`src/rtl/xil_bram_rd_stream_pkg.sv`:
```
// Shared types and parameter-legality limits for the BRAM read-burst streamer.
package xil_bram_rd_stream_pkg;

    typedef enum logic [1:0] {
        IDLE  = 2'd0,
        RUN   = 2'd1,
        DRAIN = 2'd2
    } state_t;

    localparam int DEL_MIN    = 1;
    localparam int DEL_MAX    = 3;
    localparam int SKD_MARGIN = 2;

    function automatic bit params_legal(input int del, input int skd);
        return (del >= DEL_MIN) && (del <= DEL_MAX) && (skd >= del + SKD_MARGIN);
    endfunction

endpackage

```
`src/rtl/xil_bram_rd_skid.sv`:
```
// Register FIFO of D words with occupancy count; head is visible combinationally.
// Push and pop in the same cycle both take effect; the writer guarantees space.
module xil_bram_rd_skid #(
    parameter  int W  = 19,
    parameter  int D  = 4,
    localparam int CW = $clog2(D + 1),
    localparam int PW = (D > 1) ? $clog2(D) : 1
) (
    input  logic          clk_i,
    input  logic          rst_i,
    input  logic          wr_vld_i,
    input  logic [W-1:0]  wr_dat_i,
    input  logic          rd_rdy_i,
    output logic          rd_vld_o,
    output logic [W-1:0]  rd_dat_o,
    output logic [CW-1:0] cnt_o
);

    logic [W-1:0]  mem_q [D];
    logic [PW-1:0] wr_ptr_q, wr_ptr_d;
    logic [PW-1:0] rd_ptr_q, rd_ptr_d;
    logic [CW-1:0] cnt_q, cnt_d;
    logic          pop;

    function automatic logic [PW-1:0] ptr_inc(input logic [PW-1:0] p);
        return (p == PW'(D - 1)) ? '0 : p + PW'(1);
    endfunction

    assign rd_vld_o = (cnt_q != '0);
    assign cnt_o    = cnt_q;
    // Empty buffer drives zeros so nothing stale is visible after reset or drain.
    assign rd_dat_o = rd_vld_o ? mem_q[rd_ptr_q] : '0;

    always_comb begin
        pop      = rd_vld_o & rd_rdy_i;
        wr_ptr_d = wr_vld_i ? ptr_inc(wr_ptr_q) : wr_ptr_q;
        rd_ptr_d = pop ? ptr_inc(rd_ptr_q) : rd_ptr_q;
        cnt_d    = cnt_q + CW'(wr_vld_i) - CW'(pop);
    end

    always_ff @(posedge clk_i or posedge rst_i) begin
        if (rst_i) begin
            wr_ptr_q <= '0;
            rd_ptr_q <= '0;
            cnt_q    <= '0;
            for (int i = 0; i < D; i++) begin
                mem_q[i] <= '0;
            end
        end else begin
            wr_ptr_q <= wr_ptr_d;
            rd_ptr_q <= rd_ptr_d;
            cnt_q    <= cnt_d;
            if (wr_vld_i) begin
                mem_q[wr_ptr_q] <= wr_dat_i;
            end
        end
    end

endmodule

```
`src/rtl/xil_bram_rd_stream.sv`:
```
// Streams a BRAM burst as valid/ready words; first word DEL+2 cycles after accept, then 1/cycle.
// Reads are credit-limited to skid space. Macro XIL_BRAM_RD_STREAM_PARITY_EN adds out_perr.
module xil_bram_rd_stream
    import xil_bram_rd_stream_pkg::*;
#(
    parameter int ADR = 10,
    parameter int DAT = 18,
    parameter int DEL = 1,
    parameter int SKD = 4
) (
    input  logic           rclk,
    input  logic           rrst,
    input  logic           cmd_vld,
    output logic           cmd_rdy,
    input  logic [ADR-1:0] cmd_adr,
    input  logic [ADR-1:0] cmd_len,
    output logic           ren,
    output logic [ADR-1:0] rad,
    input  logic [DAT-1:0] rda,
    output logic           out_vld,
    input  logic           out_rdy,
    output logic [DAT-1:0] out_dat,
    output logic           out_last,
`ifdef XIL_BRAM_RD_STREAM_PARITY_EN
    output logic           out_perr,
`endif
    output logic           busy
);

    localparam int CW = $clog2(SKD + 1);

    if (!params_legal(DEL, SKD)) begin : g_param_check
        $error("xil_bram_rd_stream: DEL must be 1..3 and SKD >= DEL+2");
    end

    state_t         state_q, state_d;
    logic [ADR-1:0] adr_q, adr_d;
    logic [ADR-1:0] rem_q, rem_d;
    logic [DEL-1:0] pipe_vld_q, pipe_last_q;
    logic [1:0]     inflight;
    logic [CW-1:0]  skid_cnt;
    logic [DAT:0]   skid_dat;
    logic           credit_ok;
    logic           ren_c;

    always_comb begin
        inflight = '0;
        for (int i = 0; i < DEL; i++) begin
            inflight = inflight + 2'(pipe_vld_q[i]);
        end
    end

    // Every issued read must already own a skid slot when its data lands.
    assign credit_ok = (int'(inflight) + int'(skid_cnt)) < SKD;

    always_comb begin
        state_d = state_q;
        adr_d   = adr_q;
        rem_d   = rem_q;
        ren_c   = 1'b0;
        unique case (state_q)
            IDLE: begin
                if (cmd_vld) begin
                    state_d = RUN;
                    adr_d   = cmd_adr;
                    rem_d   = cmd_len;
                end
            end
            RUN: begin
                if (credit_ok) begin
                    ren_c = 1'b1;
                    adr_d = adr_q + ADR'(1);
                    rem_d = rem_q - ADR'(1);
                    if (rem_q == '0) begin
                        state_d = DRAIN;
                    end
                end
            end
            DRAIN: begin
                if (inflight == '0 && skid_cnt == '0) begin
                    state_d = IDLE;
                end
            end
            default: state_d = IDLE;
        endcase
    end

    always_ff @(posedge rclk or posedge rrst) begin
        if (rrst) begin
            state_q     <= IDLE;
            adr_q       <= '0;
            rem_q       <= '0;
            pipe_vld_q  <= '0;
            pipe_last_q <= '0;
        end else begin
            state_q        <= state_d;
            adr_q          <= adr_d;
            rem_q          <= rem_d;
            pipe_vld_q[0]  <= ren_c;
            pipe_last_q[0] <= ren_c && (rem_q == '0);
            for (int i = 1; i < DEL; i++) begin
                pipe_vld_q[i]  <= pipe_vld_q[i-1];
                pipe_last_q[i] <= pipe_last_q[i-1];
            end
        end
    end

    xil_bram_rd_skid #(
        .W (DAT + 1),
        .D (SKD)
    ) u_skid (
        .clk_i    (rclk),
        .rst_i    (rrst),
        .wr_vld_i (pipe_vld_q[DEL-1]),
        .wr_dat_i ({pipe_last_q[DEL-1], rda}),
        .rd_rdy_i (out_rdy),
        .rd_vld_o (out_vld),
        .rd_dat_o (skid_dat),
        .cnt_o    (skid_cnt)
    );

    assign cmd_rdy  = (state_q == IDLE);
    assign busy     = (state_q != IDLE);
    assign ren      = ren_c;
    assign rad      = adr_q;
    assign out_dat  = skid_dat[DAT-1:0];
    assign out_last = skid_dat[DAT];

`ifdef XIL_BRAM_RD_STREAM_PARITY_EN
    // Stored words carry even parity with the MSB as parity bit.
    assign out_perr = out_vld & (^out_dat);
`endif

endmodule

```
`config.mk`:
```
export PLATFORM = sky130hd
export DESIGN_NAME = xil_bram_rd_stream
export DESIGN_NICKNAME = d
export VERILOG_FILES = /design/src/rtl/xil_bram_rd_stream_pkg.sv /design/src/rtl/xil_bram_rd_skid.sv /design/src/rtl/xil_bram_rd_stream.sv
export SDC_FILE = /design/constraint.sdc
export NUM_CORES = 1
export LEC_CHECK = 0
export CAP_MARGIN = 30
export CORE_AREA = 3 3 103 115
export DETAILED_ROUTE_END_ITERATION = 16
export DIE_AREA = 0 0 106 118
export PLACE_DENSITY_LB_ADDON = 0.12
export SYNTH_ARGS = -nofsm -noshare
export SYNTH_HDL_FRONTEND = slang
export SYNTH_SLANG_ARGS = --single-unit
```
`constraint.sdc`:
```
create_clock -name rclk -period 2.9 [get_ports rclk]
set_input_delay 0.29 -clock rclk [delete_from_list [all_inputs] [get_ports rclk]]
set_output_delay 0.29 -clock rclk [all_outputs]
set_load 0.005 [all_outputs]
```
* Word-level counts from Yosys, hierarchy flattened
Cells that the tools add are included.
Operators by class: $add $sub $neg 7, order comparisons 4, eq/ne operators 8, mux-type cells 22, bitwise operators 3, reductions and logical operators 12
Operator list (number):
- 76-bit bitwise mux | 1
- 19-bit 2-to-1 mux | 4
- 10-bit 2-to-1 mux | 4
- 10-bit case mux with 2 select lines | 2
- 19-bit binary-select mux with 2-bit select | 1
- 19-bit demux with 2-bit select | 1
- 2-bit 2-to-1 mux | 6
- 10-bit by 1-bit adder with 10-bit output (second input constant) | 1
- 10-bit zero test | 1
- 10-bit by 1-bit subtractor with 10-bit output (second input constant) | 1
- 2-bit != test (second input constant) | 4
- 2-bit == test (second input constant) | 3
- 3-bit >= comparator (second input constant) | 2
- 2-bit NOT with 3-bit output | 2
- 2-bit case mux with 3 select lines | 1
- 1-bit by 3-bit adder with 4-bit output | 1
- 2-bit by 1-bit adder with 2-bit output (second input constant) | 2
- 2-bit zero test | 2
- 4-bit by 3-bit < comparator with 1-bit output (second input constant) | 1
- 4-bit AND reduction | 1
- 2-bit nonzero test | 2
- 3-bit by 1-bit adder with 3-bit output | 1
- 1-bit logical AND | 3
- 3-bit zero test | 1
- other kinds (7) | 8
Word-level totals: bits in registers 107, input bits 42, output and inout bits 33, logic and storage cells 68

* Depth between registers and ports, before layout
depth after elaboration 6, mapped depth 9, gate-level depth less buffers 9

* Cells and area by module
A second synthesis with hierarchy kept.
Unflattened totals: cells, all modules 392, area total of the unflattened synthesis 5245.0 um^2
Modules (own cells, without submodules):
- xil_bram_rd_skid | times used 1, cells each 239, area each 3802.4 um^2, seq. area each 2077.0 um^2
- xil_bram_rd_stream | times used 1, cells each 153, area each 1442.6 um^2, seq. area each 600.6 um^2

* Worst setup path after synthesis
No wires, ideal clock.
path type register to register, from register u_skid.cnt_q[1], in the netlist u_skid.cnt_o[1], to register u_skid.cnt_q[2], in the netlist u_skid.cnt_o[2], setup time 0.122 ns, arrival 2.011 ns, required time 2.778 ns, path slack 0.767 ns, stages on the path, launching flop included 10, buffers on the path 0, clock period less this slack 2.133 ns, cell sequence dfrtp_1 -> or3_1 -> nand2_1 -> inv_1 -> ha_1 -> inv_1 -> ha_1 -> inv_1 -> fa_1 -> xor2_1
Between the ends: word-level cells in the longest chain between the ends 3, elaborated cells on any way between the ends 4, classes of those cells add/sub (2); bitwise (1); reduce/logical (1)
Ends and longest elaborated chain:
- from (decl) | RTL line xil_bram_rd_skid.sv:22 | logic [CW-1:0] cnt_q, cnt_d;
- from (signal assigned) | RTL line xil_bram_rd_skid.sv:52 | cnt_q <= cnt_d;
- 3-bit nonzero test | RTL line xil_bram_rd_skid.sv:29 | assign rd_vld_o = (cnt_q != '0);
- 1-bit bitwise AND | RTL line xil_bram_rd_skid.sv:35 | pop = rd_vld_o & rd_rdy_i;
- net u_skid.pop | RTL line xil_bram_rd_skid.sv:23 | logic pop;
- 3-bit by 1-bit subtractor with 3-bit output | RTL line xil_bram_rd_skid.sv:38 | cnt_d = cnt_q + CW'(wr_vld_i) - CW'(pop);
- net u_skid.cnt_d[2] | RTL line xil_bram_rd_skid.sv:22
The timed path passes the listed nets, and every way through them passes these cells. A chain may end at the register's enable or synchronous reset.

* Worst setup path after layout
from register u_skid.cnt_q[1], in the netlist u_skid.cnt_o[1], to output ren
Between the ends: word-level cells in the longest chain between the ends 4
Ends and longest elaborated chain:
- 1-bit by 3-bit adder with 4-bit output | RTL line xil_bram_rd_stream.sv:54 | assign credit_ok = (int'(inflight) + int'(skid_cnt)) < SKD;
- 4-bit by 3-bit < comparator with 1-bit output | RTL line xil_bram_rd_stream.sv:54
- 1-bit 2-to-1 mux | RTL line xil_bram_rd_stream.sv:70 | if (credit_ok) begin
- 1-bit 2-to-1 mux | RTL line xil_bram_rd_stream.sv:61 | unique case (state_q)
- to (decl) | RTL line xil_bram_rd_stream.sv:17 | output logic ren,
No other way between the ends.

==> flow_summary.yaml <==
yosys:
  synthesis.area_um2: 5250
  async_reset_ff_share_pct: 100
  postSynthNetCount: 466
  avgSynthCellArea_um2: 12.7
  synth_cell_type_count: 52
  netlist_instances: 413
  yosys_warnings: 0
  synth_edf_count: 0
  seq_area_frac_synth_pct: 51.0
  ys_seq_elements: 107
  synth_ff_type: "dfrtp_1"
sta:
  rsz0062_at_grt: "false"
  clock.fmax_mhz: 379
  finalSetupViolCount: 0
  maxSlewHeadroom_pct: 42.3
  holdWs_ns: 0.336
  finClkSkew_ns: 0.00697
  hold_viol_final: 0
  fin_crit_ns: 2.64
  worst_pin_slew_ns: 0.864
  setup_tns_ns: 0
  finalCritPeriodShare_pct: 90.9
  slew_viol_final: 0
worst_setup_path:
  critPathCaptureType: "output port"
  path_max_fanout: 5
  cp.arrival_ns: 2.35
  critPathCapture: "ren"
  reg2reg_depth: 9
  regToRegStartpoint: "u_skid.cnt_o[1]"
  crit_type: "flop to output port"
  ff2ff_setup_slack_ns: 0.67
  r2r-end: "u_skid.cnt_o[2]"
  start_kind: "flop"
  max_stage_delay_ns: 0.55
  worstSetupStartpoint: "u_skid.cnt_o[1]"
  critPathRequiredTime_ns: 2.61
  crit_path_cell_trace: "ha_1 > or3_4 > o211a_2 > nor2_1 > clkdlybuf4s50_1"
  crit_slowest_cell: "clkdlybuf4s50_1"
cts:
  htreeDepth: 3
  clk_latency_ns: 0.34
  cts.sinks: 107
  root_buffer: "clkbuf_16"
  postCtsHoldBufs: 0
  post_cts_buffers: 0
  ctsResizeCount: 0
  cts_buffer_depth: 2
  cts_tree: "done"
  cts.clk_slew.worst_paths_ns: 0.07
  cts_inserted_buffers: 9
route:
  drtIter0Drc: 132
  routed_wl_um: 11600
  antenna_left: 0
  drc: 0
  drt-wirelength-per-cell_um: 17.9
  routed_via_density: 5.58
  routed-via-count: 3596
  drt_first_pass_iters: 4
die:
  core-area_um2: 10800
  start_util_pct: 48.6
  die_h_um: 118
  rows: 40
  dieArea_um2: 12500
  die_x_um: 106
  io_pins: 75
grt:
  antenna_found_initial: 0
  grt_max_degree: 87
  grt_usage_pct: 19.4
  grt-ovfl-total: 0
  grt_pass1_vias: 3854
  grt_pass1_wl_um: 19200
hold_path:
  hold_path_class: "input pin to asynchronous set/reset pin"
place:
  dp_hpwl_um: 7790
  gp_congestion: 0.938
  io_buffers: 74
layout:
  layout.nets: 546
  area_delta_synth_final_pct: 24.7
  num_antenna_cells: 0
  drive_gt1_share_pct: 27.3
job:
  cap_violations: 0
power_and_ir_drop:
  peakVddDrop_mv: 0.436
  power_density_nw_per_um2: 1180
  p_leak_nw: 2.74
status:
  status: "finished, final reports clean"
==> kinds of logic (layout without fill, tap and decap cells) <==
logic type | after synthesis | after routing | synth area share, %
AND/OR/NAND/NOR | 99 | 99 | 10.3
XOR/XNOR | 1 | 1 | 0.167
multiplexers | 99 | 99 | 25.2
adder cells (fa/ha/maj) | 11 | 11 | 2.76
buffers and inverters | 35 | 120 | 2.69
AO/OA/AOI/OAI | 61 | 61 | 7.86
flip-flops | 107 | 107 | 51.0
==> per-layer routing <==
metal | up-vias | share of wire [%] | global-route usage, %
li1 | 1692 | - | -
met3 | 14 | 3.4 | 2.58
met1 | 1811 | 46 | 26.0
met2 | 79 | 49 | 31.8
met4 | 0 | 1.8 | 8.34
met5 | - | 0 | 0
==> power by group <==
part           internal [mW]  switching [mW]
registers               2.23           0.525
logic                   2.25            1.41
clock network          0.755           0.547
total                   5.23            2.48
==> Yosys cell counts, types with 6 or more instances <==
cell	n	share of area, %
dfrtp_1	107	51
mux2_2	77	17
nor2_1	20	1.4
and2_1	19	2.3
mux4_2	19	8.2
nand2_1	17	1.2
inv_1	15	1.1
a21oi_1	13	1.2
clkbuf_1	11	0.79
ha_1	10	2.4
o21ai_0	10	0.95
nor3_1	9	0.86
a31oi_1	8	0.95
and3_1	6	0.72
nand3_1	6	0.57
==> cells in the final DEF (no fill, tap or decap), drive strengths merged, types with 9 or more instances in the layout <==
cell / n
nor3: 9
clkbuf: 9
clkdlybuf4s50: 74
inv: 15
o21ai: 11
and2: 19
dfrtp: 107
nor2: 20
a21oi: 13
nand2: 17
ha: 10
mux4: 19
mux2: 77
buf: 15
==> worst min-delay path by stage <==
stage                startpoint            endpoint  cells past startpoint
2_1_floorplan        cmd_len[6]            rem_q[6]                      1
3_3_place_gp   u_skid.mem_q[52]    u_skid.mem_q[52]                      1
3_5_place_dp   u_skid.mem_q[24]    u_skid.mem_q[24]                      1
4_1_cts                    rrst  u_skid.wr_ptr_q[0]                      2
5_1_grt                    rrst     u_skid.cnt_o[2]                      2
6_report                   rrst     u_skid.cnt_o[1]                      2
==> worst max-delay path, delay by kind of cell (launching register included) <==
kind	cells	cell delay, ns
simple gates	2	0.58
buf+inv	1	0.55
flops	1	0.45
compound gates	1	0.16
fa+ha+maj	1	0.27
==> state kept, by name, indices dropped and copies added (netlist names) <==
signal / flops
u_skid.rd_ptr_q: 2
pipe_last_q: 1
state_q: 2
rem_q: 10
u_skid.mem_q: 76
u_skid.cnt_o: 3
u_skid.wr_ptr_q: 2
rad: 10
pipe_vld_q: 1
==> stage by stage <==
step	worst slack (ns)	area (µm²)	util (%)	std cells	total power, mW
final	0.263	6550	60.6	645	7.72
after global routing	0.0984	6550	60.6	645	8.24
after CTS	0.243	6550	60.6	645	7.80
after detailed placement	0.639	6230	57.6	629	6.49
after global placement	0.666	6230	57.6	629	6.35
after floorplan	0.767	5250	-	413	4.99
==> cell type report <==
type | count | area [µm²]
multi-input cells | 271 | 2430
clock inverters | 7 | 91.3
clock buffers | 9 | 225
fillers | 916 | 4260
inverters | 15 | 60.1
repair buffers | 89 | 878
well taps | 147 | 184
flip-flops and latches | 107 | 2680
Power figures use the tool's default switching activity.
